<file path="src/rtl/pwm_capture.sv">
// pwm_capture: measures period and high time of an asynchronous PWM input in clock cycles.
// Capture runs while startCAP is high. The first rising edge arms the block and every
// later edge publishes period/duty with a one-cycle valid strobe.
// Optional build macro PWM_CAPTURE_GLITCH_FILTER_EN adds a two-cycle agreement filter after
// the synchroniser, so single-cycle pulses are ignored and latency grows by one cycle.
module pwm_capture #(
    parameter int unsigned WIDTH = 4
) (
    input  logic             clock,
    input  logic             resetPWM_n,
    input  logic             startCAP,
    input  logic             pwm_in,
    output logic [WIDTH-1:0] period,
    output logic [WIDTH-1:0] duty,
    output logic             valid,
    output logic             overflow
);

    localparam logic [WIDTH-1:0] CntOne = {{(WIDTH - 1){1'b0}}, 1'b1};
    localparam logic [WIDTH-1:0] CntMax = '1;

    typedef enum logic [1:0] {StIdle, StArm, StMeasure} state_e;

    state_e           r_state;
    logic             r_sync1;
    logic             r_sync2;
    logic             r_level_prev;
    logic [WIDTH-1:0] r_per_cnt;
    logic [WIDTH-1:0] r_hi_cnt;
    logic [WIDTH-1:0] r_period;
    logic [WIDTH-1:0] r_duty;
    logic             r_valid;
    logic             r_overflow;

    state_e           w_state_nxt;
    logic [WIDTH-1:0] w_per_nxt;
    logic [WIDTH-1:0] w_hi_nxt;
    logic [WIDTH-1:0] w_period_nxt;
    logic [WIDTH-1:0] w_duty_nxt;
    logic             w_valid_nxt;
    logic             w_ovf_nxt;
    logic             w_level;
    logic             w_edge;

    // Two-flop synchroniser plus the previous (filtered) level used for edge detection.
    always_ff @(posedge clock) begin
        if (!resetPWM_n) begin
            r_sync1      <= 1'b0;
            r_sync2      <= 1'b0;
            r_level_prev <= 1'b0;
        end else begin
            r_sync1      <= pwm_in;
            r_sync2      <= r_sync1;
            r_level_prev <= w_level;
        end
    end

`ifdef PWM_CAPTURE_GLITCH_FILTER_EN
    logic r_sync2_d;

    // Delayed sync2 so the filter can see two consecutive samples.
    always_ff @(posedge clock) begin
        if (!resetPWM_n) begin
            r_sync2_d <= 1'b0;
        end else begin
            r_sync2_d <= r_sync2;
        end
    end

    // Level follows sync2 only once two consecutive samples agree.
    assign w_level = (r_sync2 == r_sync2_d) ? r_sync2 : r_level_prev;
`else
    assign w_level = r_sync2;
`endif

    assign w_edge = w_level & ~r_level_prev;

    // Capture FSM and measurement registers.
    always_ff @(posedge clock) begin
        if (!resetPWM_n) begin
            r_state    <= StIdle;
            r_per_cnt  <= '0;
            r_hi_cnt   <= '0;
            r_period   <= '0;
            r_duty     <= '0;
            r_valid    <= 1'b0;
            r_overflow <= 1'b0;
        end else begin
            r_state    <= w_state_nxt;
            r_per_cnt  <= w_per_nxt;
            r_hi_cnt   <= w_hi_nxt;
            r_period   <= w_period_nxt;
            r_duty     <= w_duty_nxt;
            r_valid    <= w_valid_nxt;
            r_overflow <= w_ovf_nxt;
        end
    end

    // Next-state logic; dropping startCAP overrides any edge seen in the same cycle.
    always_comb begin
        w_state_nxt  = r_state;
        w_per_nxt    = r_per_cnt;
        w_hi_nxt     = r_hi_cnt;
        w_period_nxt = r_period;
        w_duty_nxt   = r_duty;
        w_valid_nxt  = 1'b0;
        w_ovf_nxt    = r_overflow;
        if (!startCAP) begin
            w_state_nxt = StIdle;
            w_per_nxt   = '0;
            w_hi_nxt    = '0;
            w_ovf_nxt   = 1'b0;
        end else begin
            unique case (r_state)
                StIdle: begin
                    w_state_nxt = StArm;
                    w_per_nxt   = '0;
                    w_hi_nxt    = '0;
                end
                StArm: begin
                    // The arming edge starts a measurement but never reports one.
                    if (w_edge) begin
                        w_state_nxt = StMeasure;
                        w_per_nxt   = CntOne;
                        w_hi_nxt    = CntOne;
                    end else begin
                        w_per_nxt = '0;
                        w_hi_nxt  = '0;
                    end
                end
                StMeasure: begin
                    if (w_edge) begin
                        w_period_nxt = r_per_cnt;
                        w_duty_nxt   = r_hi_cnt;
                        w_valid_nxt  = 1'b1;
                        w_per_nxt    = CntOne;
                        w_hi_nxt     = CntOne;
                    end else if (r_per_cnt == CntMax) begin
                        // Period too long to represent: drop the partial result and re-arm.
                        w_state_nxt = StArm;
                        w_ovf_nxt   = 1'b1;
                        w_per_nxt   = '0;
                        w_hi_nxt    = '0;
                    end else begin
                        w_per_nxt = r_per_cnt + CntOne;
                        w_hi_nxt  = r_hi_cnt + {{(WIDTH - 1){1'b0}}, w_level};
                    end
                end
                default: begin
                    w_state_nxt = StIdle;
                end
            endcase
        end
    end

    assign period   = r_period;
    assign duty     = r_duty;
    assign valid    = r_valid;
    assign overflow = r_overflow;

endmodule

</file>
<file path="config.mk">
export PLATFORM = sky130hd
export DESIGN_NAME = pwm_capture
export DESIGN_NICKNAME = d
export VERILOG_FILES = /design/src/rtl/pwm_capture.sv
export SDC_FILE = /design/constraint.sdc
export NUM_CORES = 1
export LEC_CHECK = 0
export CORE_MARGIN = 5
export CORE_UTILIZATION = 44
export DETAILED_ROUTE_END_ITERATION = 10
export GPL_ROUTABILITY_DRIVEN = 0
export PLACE_DENSITY = 0.79
export SLEW_MARGIN = 20
export SYNTH_ARGS = -nofsm -noshare
export SYNTH_HDL_FRONTEND = slang
export SYNTH_SLANG_ARGS = --single-unit
</file>
<file path="constraint.sdc">
create_clock -name clock -period 1.65 [get_ports clock]
set_input_delay 0.165 -clock clock [delete_from_list [all_inputs] [get_ports clock]]
set_output_delay 0.165 -clock clock [all_outputs]
set_load 0.02 [all_outputs]
</file>
==> metrics.md <==
| Metric | Value |
|---|---|
| WHS | ~0.44 ns |
| Diode count | 0 |
| Post-Syn Area | around 0.0011 mm² |
| Status | finished, final reports clean |
| Largest net degree at the start of global routing | 14 |
| Port Buf Inserts | 13 |
| Via count | between 900 and 1000 |
| First-pass GRT wire length | 4040 µm |
| CTS Hold Bufs | 0 |
| Share of cells above drive strength 1 | roughly 17% |
| Ports | 14 |
| Netlist cell types | 26 |
| Synth top area cells | dfxtp_1, ha_1, nand2_1 |
| Leak | approximately 0.50 nW |
| Pins over their slew limit | 0 |
| Worst slew pin tran | 0.368 ns |
| EDFF count, synth | 0 |
| Setup repair after global routing missed its margin | no |
| Design Area, Final | 0.00133 mm² |
| Post-route DRC violation count | 0 |
| Commonest cells post-synth | dfxtp_1, nand2_1, ha_1 |
| Area of the multi-input gates | between 500 and 600 µm² |
| Skew final | 0.00256 ns |
| Fillcell total | 212 |
| Final Critical Period | between 1.5 and 2 ns |
| Power Total | 0.000903 W |
| CP endpoint kind | flip-flop |
| Seq/Total Area, Yosys | 43.7% |
| Reg area | around 470 µm² |
| Die ar. | around 0.0035 mm² |
| Synthesized instance count | about 120 |
| Synth top area share | between 40% and 50% |
| Vias in the first global route | a little under 1000 |
| Synth async-reset ratio | 0% |
| Synth Register Bits | 23 |
| Num CTS Buffers | 3 |
| Row count | 17 |
| Crit path DAT | roughly 1.9 ns |
| Final setup violation count | 0 |
| Fmax | between 600 and 700 MHz |
| Routed WL per cell | around 13 µm |
| Worst slew margin | between 70% and 80% |
| Synth warnings | 0 |
| Vias per cell | roughly 5.3 |
| Post-layout nets | roughly 160 |
| Initial DRC count | 31 |
| Gr usage total | ~15% |
| CP Launch Type | flip-flop |
| Setup_tns | 0 ns |
| Root Buffer | clkbuf_4 |
| Detail Route Antenna Nets | 0 |
| Core ar. | 0.00225 mm² |
| Clock Sinks | 23 |
| Area Overhead vs Synth | 26.1% |
| Peak supply drop | 0.627 mV |
| Post-DP HPWL | about 1800 µm |
| CTS H-Tree Depth | 1 |
| Setup CP Type | flip-flop to flip-flop |
| Total grt overflow | 0 |
| Die Ht | around 59 µm |
| Yosys top cell by area | dfxtp_1 |
| Cell Pwr Density | ~680 mW/mm² |
| Pre-antenna DRT Iters | 4 |
| CTS tree | yes |
| Hold crit path type | input pin to flip-flop |
| Period utilization | slightly below 100% |
| Post-Route Utilization | slightly below 60% |
| Worst skew pair latency | slightly above 0.3 ns |
| Syn_nets | ~140 |
| CTS clock-pin slew for the worst setup and hold paths | approximately 0.12 ns |
| Die Width | slightly below 60 µm |
| Starting Density | a little under half |
| Cell with the most instances after synthesis | dfxtp_1 |
| Crit path required time | approximately 1.9 ns |
| Most used DFF post-synth | dfxtp_1 |
| Max Cap Viol | 0 |
| CP max FO | 4 |
| Initial antenna violation count | 0 |
| Placed cell area | ~0.0013 mm² |
| Syn Area/Cell | around 8.6 µm² |
| Bufs on Longest Clock Path | 2 |
| Fin. Hold Viols | 0 |
| Routed WL | ~2300 µm |
-- worst paths after layout --
check | startpoint | endpoint | slack, ns | cells past startpoint
worst max-delay path | r_state[1] | r_state[0] | 0.04 | 5
worst min-delay path | pwm_in | r_sync1 | 0.44 | 2
worst min register to register | r_sync1 | r_sync2 | 0.45 | 1
worst max register to register | r_state[1] | r_state[0] | 0.04 | 5
-- power breakdown --
part	switching, W	internal [W]
clock	0.000162	0.0000945
sequential	0.00000452	0.000561
combinational	0.0000388	0.0000419
total	0.000206	0.000697
-- metrics by stage --
step / instances / setup WS (ns)
3_3_place_gp: 168 / 0.0555
4_1_cts: 173 / 0.0117
2_1_floorplan: 122 / -0.0178
6_report: 173 / 0.0432
3_5_place_dp: 168 / -0.0180
5_1_grt: 173 / 0.00832
-- registers in the layout (all words and copies together), names as in the netlist --
| signal | flops |
|---|---|
| r_hi_cnt | 4 |
| overflow | 1 |
| r_per_cnt | 4 |
| valid | 1 |
| duty | 4 |
| r_sync2 | 1 |
| r_level_prev | 1 |
| period | 4 |
| r_state | 2 |
| r_sync1 | 1 |
-- placed cells by master, fill, tap and decap left out, types with 2 or more instances in the layout --
cell / count
nor2_1: 8
a21boi_0: 8
nand2_1: 22
nand3_1: 6
buf_4: 11
a21oi_1: 8
dfxtp_1: 21
nor3_1: 2
inv_1: 5
o21ai_0: 3
o22ai_1: 2
clkbuf_4: 3
a31oi_1: 3
a22oi_1: 2
ha_1: 8
clkdlybuf4s50_1: 13
and2_1: 4
-- worst max-delay path: stages (launching register included) --
cell and delay (ns):
dfxtp_2 0.36, inv_1 0.07, ha_1 0.21, mux2_4 0.28, or4_1 0.47, a21oi_1 0.14
-- kinds of logic (layout without fill, tap and decap cells) --
kind of cell | count (synthesis) | after routing | synth area share (%)
AO/OA/AOI/OAI | 26 | 26 | 15.3
XOR/XNOR | 1 | 1 | 0.832
adder cells (fa/ha/maj) | 9 | 9 | 10.7
buffers and inverters | 10 | 33 | 3.80
flip-flops | 23 | 23 | 43.7
multiplexers | 1 | 1 | 1.42
AND/OR/NAND/NOR | 52 | 52 | 24.2
-- layout make-up --
class	instances	area share, %
tap	28	2.64
sequential	23	35.0
timing repair buffer	24	16.0
clock buffer	4	1.98
inverter	5	1.41
multi-input combinational	89	42.9
-- routing by layer --
layer	wire length, µm	global-route usage (%)	vias to the layer above
li1	-	-	462
met1	985	16.8	425
met2	1190	27.0	19
met3	78	2.85	4
met4	40	7.44	0
met5	0	0	-
-- what timing repair did --
| item | in CTS | in global routing |
|---|---|---|
| setup buffers | 1 | 0 |
| setup endpoints to repair | 2 | 4 |
| endpoints found under the hold margin | 0 | 0 |
| resized for setup | 1 | 5 |
Note: power is estimated with default switching activity, not from simulation.
